`config.mk`:
```
export PLATFORM = sky130hd
export DESIGN_NAME = mc_controlunit
export DESIGN_NICKNAME = d
export VERILOG_FILES = /design/src/rtl/mc_controlunit.sv
export SDC_FILE = /design/constraint.sdc
export NUM_CORES = 1
export LEC_CHECK = 0
export ABC_AREA = 0
export CAP_MARGIN = 20
export CORE_MARGIN = 3
export CORE_UTILIZATION = 60
export DETAILED_ROUTE_END_ITERATION = 6
export DONT_BUFFER_PORTS = 1
export GPL_ROUTABILITY_DRIVEN = 0
export PLACE_DENSITY = 0.87
export SETUP_SLACK_MARGIN = 0.4
export SLEW_MARGIN = 20
export SYNTH_ARGS = -nofsm -noshare
export SYNTH_HDL_FRONTEND = slang
export SYNTH_SLANG_ARGS = --single-unit
```
`constraint.sdc`:
```
create_clock -name clk -period 6.4 [get_ports clk]
set_input_delay 1.6 -clock clk [delete_from_list [all_inputs] [get_ports clk]]
set_output_delay 1.6 -clock clk [all_outputs]
set_load 0.005 [all_outputs]
```
`src/rtl/mc_controlunit.sv`:
```
// ============================================================================
// Module   : mc_controlunit
// Purpose  : Multi-cycle RV32I control FSM (fetch/decode/execute/mem/wb) with
//            memory ready handshake, branch resolution and retire counter.
//            Optional feature macro: MC_CTRL_ILLEGAL_TRAP_EN.
// Revision : 1.0 - initial release
// ============================================================================
`default_nettype none

module mc_controlunit #(
    parameter int MEM_HANDSHAKE = 1,
    parameter int CNT_W         = 32
) (
    input  logic             clk,
    input  logic             rst_n,
    input  logic [6:0]       op,
    input  logic [2:0]       funct3,
    input  logic             funct7_5,
    input  logic             Zero,
    input  logic             Lt,
    input  logic             Ltu,
    input  logic             mem_ready,
    output logic             mem_req,
    output logic             MemWrite,
    output logic             AdrSrc,
    output logic             IRWrite,
    output logic             PCWrite,
    output logic             RegWrite,
    output logic [1:0]       ALUSrcA,
    output logic [1:0]       ALUSrcB,
    output logic [1:0]       ResultSrc,
    output logic [2:0]       ImmSrc,
    output logic [3:0]       ALUControl,
    output logic             retire,
    output logic [CNT_W-1:0] instret,
    output logic             illegal
);

    localparam logic [6:0] C_OP_LOAD  = 7'b0000011;
    localparam logic [6:0] C_OP_STORE = 7'b0100011;
    localparam logic [6:0] C_OP_R     = 7'b0110011;
    localparam logic [6:0] C_OP_I     = 7'b0010011;
    localparam logic [6:0] C_OP_BR    = 7'b1100011;
    localparam logic [6:0] C_OP_JAL   = 7'b1101111;
    localparam logic [6:0] C_OP_JALR  = 7'b1100111;
    localparam logic [6:0] C_OP_LUI   = 7'b0110111;
    localparam logic [6:0] C_OP_AUIPC = 7'b0010111;

    localparam logic [3:0] C_ALU_ADD  = 4'd0;
    localparam logic [3:0] C_ALU_SUB  = 4'd1;
    localparam logic [3:0] C_ALU_AND  = 4'd2;
    localparam logic [3:0] C_ALU_OR   = 4'd3;
    localparam logic [3:0] C_ALU_XOR  = 4'd4;
    localparam logic [3:0] C_ALU_SLT  = 4'd5;
    localparam logic [3:0] C_ALU_SLTU = 4'd6;
    localparam logic [3:0] C_ALU_SLL  = 4'd7;
    localparam logic [3:0] C_ALU_SRL  = 4'd8;
    localparam logic [3:0] C_ALU_SRA  = 4'd9;
    localparam logic [3:0] C_ALU_PASSB = 4'd10;

    typedef enum logic [3:0] {
        ST_FETCH  = 4'd0,
        ST_DECODE = 4'd1,
        ST_MEMADR = 4'd2,
        ST_MEMRD  = 4'd3,
        ST_MEMWB  = 4'd4,
        ST_MEMWR  = 4'd5,
        ST_EXECR  = 4'd6,
        ST_EXECI  = 4'd7,
        ST_ALUWB  = 4'd8,
        ST_BRANCH = 4'd9,
        ST_JAL    = 4'd10,
        ST_JALR   = 4'd11,
        ST_JALWB  = 4'd12,
        ST_LUI    = 4'd13,
        ST_AUIPC  = 4'd14,
        ST_TRAP   = 4'd15
    } state_t;

    state_t           r_state;
    state_t           w_state_nxt;
    logic             r_run;
    logic [CNT_W-1:0] r_instret;
    logic             w_ready;
    logic             w_branch_take;
    logic [3:0]       w_alu_op;

    // r_run keeps every strobe low for the cycle after reset release, so the
    // first fetch request is raised on the first edge after deassertion.
    assign w_ready = (MEM_HANDSHAKE != 0) ? mem_ready : 1'b1;
    assign instret = r_instret;

    always_comb begin
        case (funct3)
            3'b000:  w_branch_take = Zero;
            3'b001:  w_branch_take = ~Zero;
            3'b100:  w_branch_take = Lt;
            3'b101:  w_branch_take = ~Lt;
            3'b110:  w_branch_take = Ltu;
            3'b111:  w_branch_take = ~Ltu;
            default: w_branch_take = 1'b0;
        endcase
    end

    always_comb begin
        case (funct3)
            3'b000:  w_alu_op = (op == C_OP_R && funct7_5) ? C_ALU_SUB : C_ALU_ADD;
            3'b001:  w_alu_op = C_ALU_SLL;
            3'b010:  w_alu_op = C_ALU_SLT;
            3'b011:  w_alu_op = C_ALU_SLTU;
            3'b100:  w_alu_op = C_ALU_XOR;
            3'b101:  w_alu_op = funct7_5 ? C_ALU_SRA : C_ALU_SRL;
            3'b110:  w_alu_op = C_ALU_OR;
            default: w_alu_op = C_ALU_AND;
        endcase
    end

    always_comb begin
        w_state_nxt = r_state;
        case (r_state)
            ST_FETCH:  if (r_run && w_ready) w_state_nxt = ST_DECODE;
            ST_DECODE: begin
                case (op)
                    C_OP_LOAD, C_OP_STORE: w_state_nxt = ST_MEMADR;
                    C_OP_R:                w_state_nxt = ST_EXECR;
                    C_OP_I:                w_state_nxt = ST_EXECI;
                    C_OP_BR:               w_state_nxt = ST_BRANCH;
                    C_OP_JAL:              w_state_nxt = ST_JAL;
                    C_OP_JALR:             w_state_nxt = ST_JALR;
                    C_OP_LUI:              w_state_nxt = ST_LUI;
                    C_OP_AUIPC:            w_state_nxt = ST_AUIPC;
`ifdef MC_CTRL_ILLEGAL_TRAP_EN
                    default:               w_state_nxt = ST_TRAP;
`else
                    default:               w_state_nxt = ST_FETCH;
`endif
                endcase
            end
            ST_MEMADR: w_state_nxt = (op == C_OP_STORE) ? ST_MEMWR : ST_MEMRD;
            ST_MEMRD:  if (w_ready) w_state_nxt = ST_MEMWB;
            ST_MEMWB:  w_state_nxt = ST_FETCH;
            ST_MEMWR:  if (w_ready) w_state_nxt = ST_FETCH;
            ST_EXECR,
            ST_EXECI:  w_state_nxt = ST_ALUWB;
            ST_ALUWB:  w_state_nxt = ST_FETCH;
            ST_BRANCH: w_state_nxt = ST_FETCH;
            ST_JAL:    w_state_nxt = ST_ALUWB;
            ST_JALR:   w_state_nxt = ST_JALWB;
            ST_JALWB:  w_state_nxt = ST_FETCH;
            ST_LUI,
            ST_AUIPC:  w_state_nxt = ST_ALUWB;
            ST_TRAP:   w_state_nxt = ST_TRAP;
            default:   w_state_nxt = ST_FETCH;
        endcase
    end

    always_comb begin
        mem_req    = 1'b0;
        MemWrite   = 1'b0;
        AdrSrc     = 1'b0;
        IRWrite    = 1'b0;
        PCWrite    = 1'b0;
        RegWrite   = 1'b0;
        ALUSrcA    = 2'b00;
        ALUSrcB    = 2'b00;
        ResultSrc  = 2'b00;
        ImmSrc     = 3'b000;
        ALUControl = C_ALU_ADD;
        retire     = 1'b0;
        if (r_run) begin
            case (r_state)
                ST_FETCH: begin
                    mem_req   = 1'b1;
                    ALUSrcB   = 2'b10;
                    ResultSrc = 2'b10;
                    IRWrite   = w_ready;
                    PCWrite   = w_ready;
                end
                ST_DECODE: begin
                    ALUSrcA = 2'b01;
                    ALUSrcB = 2'b01;
                    ImmSrc  = (op == C_OP_JAL) ? 3'b011 : 3'b010;
                end
                ST_MEMADR: begin
                    ALUSrcA = 2'b10;
                    ALUSrcB = 2'b01;
                    ImmSrc  = (op == C_OP_STORE) ? 3'b001 : 3'b000;
                end
                ST_MEMRD: begin
                    mem_req = 1'b1;
                    AdrSrc  = 1'b1;
                end
                ST_MEMWB: begin
                    ResultSrc = 2'b01;
                    RegWrite  = 1'b1;
                    retire    = 1'b1;
                end
                ST_MEMWR: begin
                    mem_req  = 1'b1;
                    MemWrite = 1'b1;
                    AdrSrc   = 1'b1;
                    retire   = w_ready;
                end
                ST_EXECR: begin
                    ALUSrcA    = 2'b10;
                    ALUControl = w_alu_op;
                end
                ST_EXECI: begin
                    ALUSrcA    = 2'b10;
                    ALUSrcB    = 2'b01;
                    ALUControl = w_alu_op;
                end
                ST_ALUWB: begin
                    RegWrite = 1'b1;
                    retire   = 1'b1;
                end
                ST_BRANCH: begin
                    ALUSrcA    = 2'b10;
                    ImmSrc     = 3'b010;
                    ALUControl = C_ALU_SUB;
                    PCWrite    = w_branch_take;
                    retire     = 1'b1;
                end
                ST_JAL: begin
                    ALUSrcA = 2'b01;
                    ALUSrcB = 2'b10;
                    PCWrite = 1'b1;
                end
                ST_JALR: begin
                    ALUSrcA   = 2'b10;
                    ALUSrcB   = 2'b01;
                    ResultSrc = 2'b10;
                    PCWrite   = 1'b1;
                end
                ST_JALWB: begin
                    ALUSrcA   = 2'b01;
                    ALUSrcB   = 2'b10;
                    ResultSrc = 2'b10;
                    RegWrite  = 1'b1;
                    retire    = 1'b1;
                end
                ST_LUI: begin
                    ALUSrcB    = 2'b01;
                    ImmSrc     = 3'b100;
                    ALUControl = C_ALU_PASSB;
                end
                ST_AUIPC: begin
                    ALUSrcA = 2'b01;
                    ALUSrcB = 2'b01;
                    ImmSrc  = 3'b100;
                end
                default: ;
            endcase
        end
    end

`ifdef MC_CTRL_ILLEGAL_TRAP_EN
    assign illegal = r_run && (r_state == ST_TRAP);
`else
    assign illegal = 1'b0;
`endif

    always_ff @(posedge clk or negedge rst_n) begin
        if (!rst_n) begin
            r_state   <= ST_FETCH;
            r_run     <= 1'b0;
            r_instret <= '0;
        end else begin
            r_run   <= 1'b1;
            r_state <= w_state_nxt;
            if (retire) r_instret <= r_instret + CNT_W'(1);
        end
    end

endmodule

`default_nettype wire

```
==> qor.csv <==
stage,metric,value,unit
power_and_ir_drop,Power Total,0.589,mW
setup_path,worst setup path class,primary input to output port,
route,vias per inst,6.14,
synth,compound-gate portion of the synthesized area,0.0913,
setup_path,CP max stage delay,0.33,ns
power_and_ir_drop,Pleak,0.955,nW
synth,Synth area leader,dfrtp_1,
route,total via count in the routed design,1910,
worst_hold_path,hold_sp,instret[28],
clock_tree,post-CTS sizing,0,
sta,Final setup viols,0,
synth,Mapped Cells,269,
cells_and_area,"Area growth, synth to finish",3.18,%
clock_tree,buffer depth of the longest clock path,2,
setup_path,worst path cell trace,nor4bb_1 -> nand2_1 -> o41ai_1 -> nand4_1 -> a21boi_0,
clock_tree,CTS sink cnt,37,
global_route,M3 GR Usage,0.0956,
die,chip height,68.7,µm
clock_tree,H-tree depth,2,
place,PortBufs,0,
sta,crit share post-route,0.687,
synth,Post-Synth Adder-Cell Area,0.00531,
setup_path,Buffers & Inverters on Critical Path,0,
cells_and_area,n_diodes,0,
setup_path,RR Startpoint,r_state[1],
synth,async set or reset register ratio after synthesis,1.00,
cells_and_area,final instance area,2430,µm²
power_and_ir_drop,Reg power frac,0.503,
power_and_ir_drop,P_int,0.382,mW
sta,Slew headroom,0.513,
global_route,antenna violations before repair,0,
power_and_ir_drop,Comb pwr share,0.229,
sta,setup TNS,0,ns
global_route,largest net degree at the start of global routing,38,
cells_and_area,final core utilization,0.655,
setup_path,CP endpoint kind,output port,
sta,Slew @ Worst Pin,0.725,ns
synth,top-count cell post-synth,dfrtp_1,
synth,area fraction of the dominant cell type after synthesis,0.393,
synth,list of most frequent post-synthesis cells,"dfrtp_1, nand2_1, xnor2_1",
sta,final slew viol count,0,
synth,simple-gate share of the synthesized area,0.314,
clock_tree,clock root buffer,clkbuf_8,
setup_path,Crit. Startpoint,op[3],
power_and_ir_drop,P_sw,0.208,mW
global_route,GR Layer Usage met1,0.280,
die,DIE AREA,4720,µm²
sta,PnR worst setup slack,2.00,ns
clock_tree,postcts setup bufs,0,
route,DRT Pass-1 Iters,4,
synth,largest family of logic cells by synthesized area,simple AND/OR/NAND/NOR gates,
sta,RSZ-0062 raised after global routing,no,
place,Place WS,2.02,ns
synth,Synth Area per Inst,8.76,µm²
synth,"top cells by area, synth","dfrtp_1, xnor2_1, nand2_1",
clock_tree,"CTS clk-pin slew, worst paths",0.07,ns
worst_hold_path,Hold WC Path Type,register to register,
power_and_ir_drop,Clock power frac,0.268,
power_and_ir_drop,Peak VDD IR,0.133,mV
status,outcome,completed,
power_and_ir_drop,Sw Share,0.352,
synth,Post-Syn Nets,287,
setup_path,Worst Path Required,4.80,ns
route,DRC,0,
route,Routed WL per cell,16.9,µm
run,max-capacitance violation count,0,
cells_and_area,Finished Layout Cells,311,
route,final WL,5260,µm
sta,Worst Hold Slack,0.517,ns
clock_tree,later-pin clock latency in the skew report,0.29,ns
clock_tree,TritonCTS Buffers,5,
die,Die W,68.7,µm
global_route,first-pass GRT wire length,8090,µm
setup_path,critical path's slowest cell,o41ai_1,
synth,#FFs+latches synth,37,
global_route,GRT Max-Usage Layer,met2,
global_route,number of global-route vias before repair,1780,
sta,max frequency,0.227,GHz
sta,endpoints failing hold,0,
synth,Synth Flop Type,dfrtp_1,
setup_path,CP top delay family,compound AO/OA/AOI/OAI gates,
route,antenna-violating nets left,0,
sta,Tmin final,4.40,ns
cells_and_area,layout cells sized above 1,0.0608,
synth,synth warn,0,
global_route,met2 usage in global routing,0.374,
route,DR iter-0 viols,158,
die,core area,3720,µm²
setup_path,CP Launch Type,primary input,
setup_path,crit path DAT,2.80,ns
cells_and_area,Filler Cell Count,309,
die,I/O pin count,70,
sta,clock skew,0.00528,ns
place,DP Area,2350,µm²
place,placed cells,303,
place,post-DP HPWL,3840,µm
synth,sequential-to-total area share from yosys stat,0.393,
setup_path,worst-path maximum fanout,6,
cells_and_area,nets@finish,280,
synth,Post-Synth XOR/XNOR Area,0.134,
die,FP Rows,22,
clock_tree,CTS Hold Buffers Added,0,
global_route,gr usage total,0.229,
power_and_ir_drop,pwr dens,242,nW/µm²
global_route,gr ovfl total,0,
synth,"EDFF count, synth",0,
synth,Netlist Area Pre-Place,2360,µm²
synth,multiplexer area fraction after synthesis,0.0218,
die,Starting Density,0.634,
synth,Synth cell types,46,
clock_tree,CTS tree,yes,
power by group through the flow:
stage          clock, mW  combinational [mW]  sequential [mW]
3_5_place_dp           0               0.133            0.300
5_1_grt            0.172               0.148            0.303
2_1_floorplan          0               0.135            0.269
6_report           0.158               0.135            0.296
3_3_place_gp           0               0.128            0.299
4_1_cts            0.161               0.133            0.295
registers in the layout (all words and copies together) (netlist names):
register,count
instret,32
r_run,1
r_state,4
cells by family after synthesis:
kind of cell / Yosys count
simple gates: 133
flops: 37
compound gates: 36
xor+xnor: 36
buf+inv: 19
mux: 5
other cells: 2
fa+ha+maj: 1
routing by layer:
layer  vias to the layer above  share of wire
met5                         -              0
met4                         0         0.0074
met3                         6          0.065
met2                        54           0.49
met1                       920           0.43
li1                        930              -
final timing paths:
check / depth (start not counted) / slack (ns) / to
setup / recovery: 5 / 2.00 / ALUControl[0]
hold / removal: 1 / 0.52 / instret[28]
setup reg to reg: 5 / 3.83 / instret[19]
hold reg to reg: 1 / 0.52 / instret[28]
max in group asynchronous: 0 / 5.31 / instret[5]
min in group asynchronous: 0 / 1.00 / instret[27]
area by class of cell:
type	instances	area [µm²]	area share
Multi-Input combinational cell	213	1340	0.551
Sequential cell	37	926	0.381
Clock buffer	5	68.8	0.0283
Tap cell	48	60.1	0.0247
Inverter	5	18.8	0.00772
Clock inverter	3	17.5	0.00720
placed cells by master, fill, tap and decap left out, types with 3 or more instances in the layout:
cell type	n
a21boi_0	4
a21oi_1	11
nand3_1	12
nand2b_1	6
xnor2_1	26
nor2b_1	9
xor2_1	10
clkbuf_8	5
o21ai_0	12
nor2_1	21
and3_1	12
nand4_1	15
and4_1	3
mux2i_1	4
nand2_1	30
inv_1	5
nor3_1	6
dfrtp_1	37
Power figures use the tool's default switching activity.
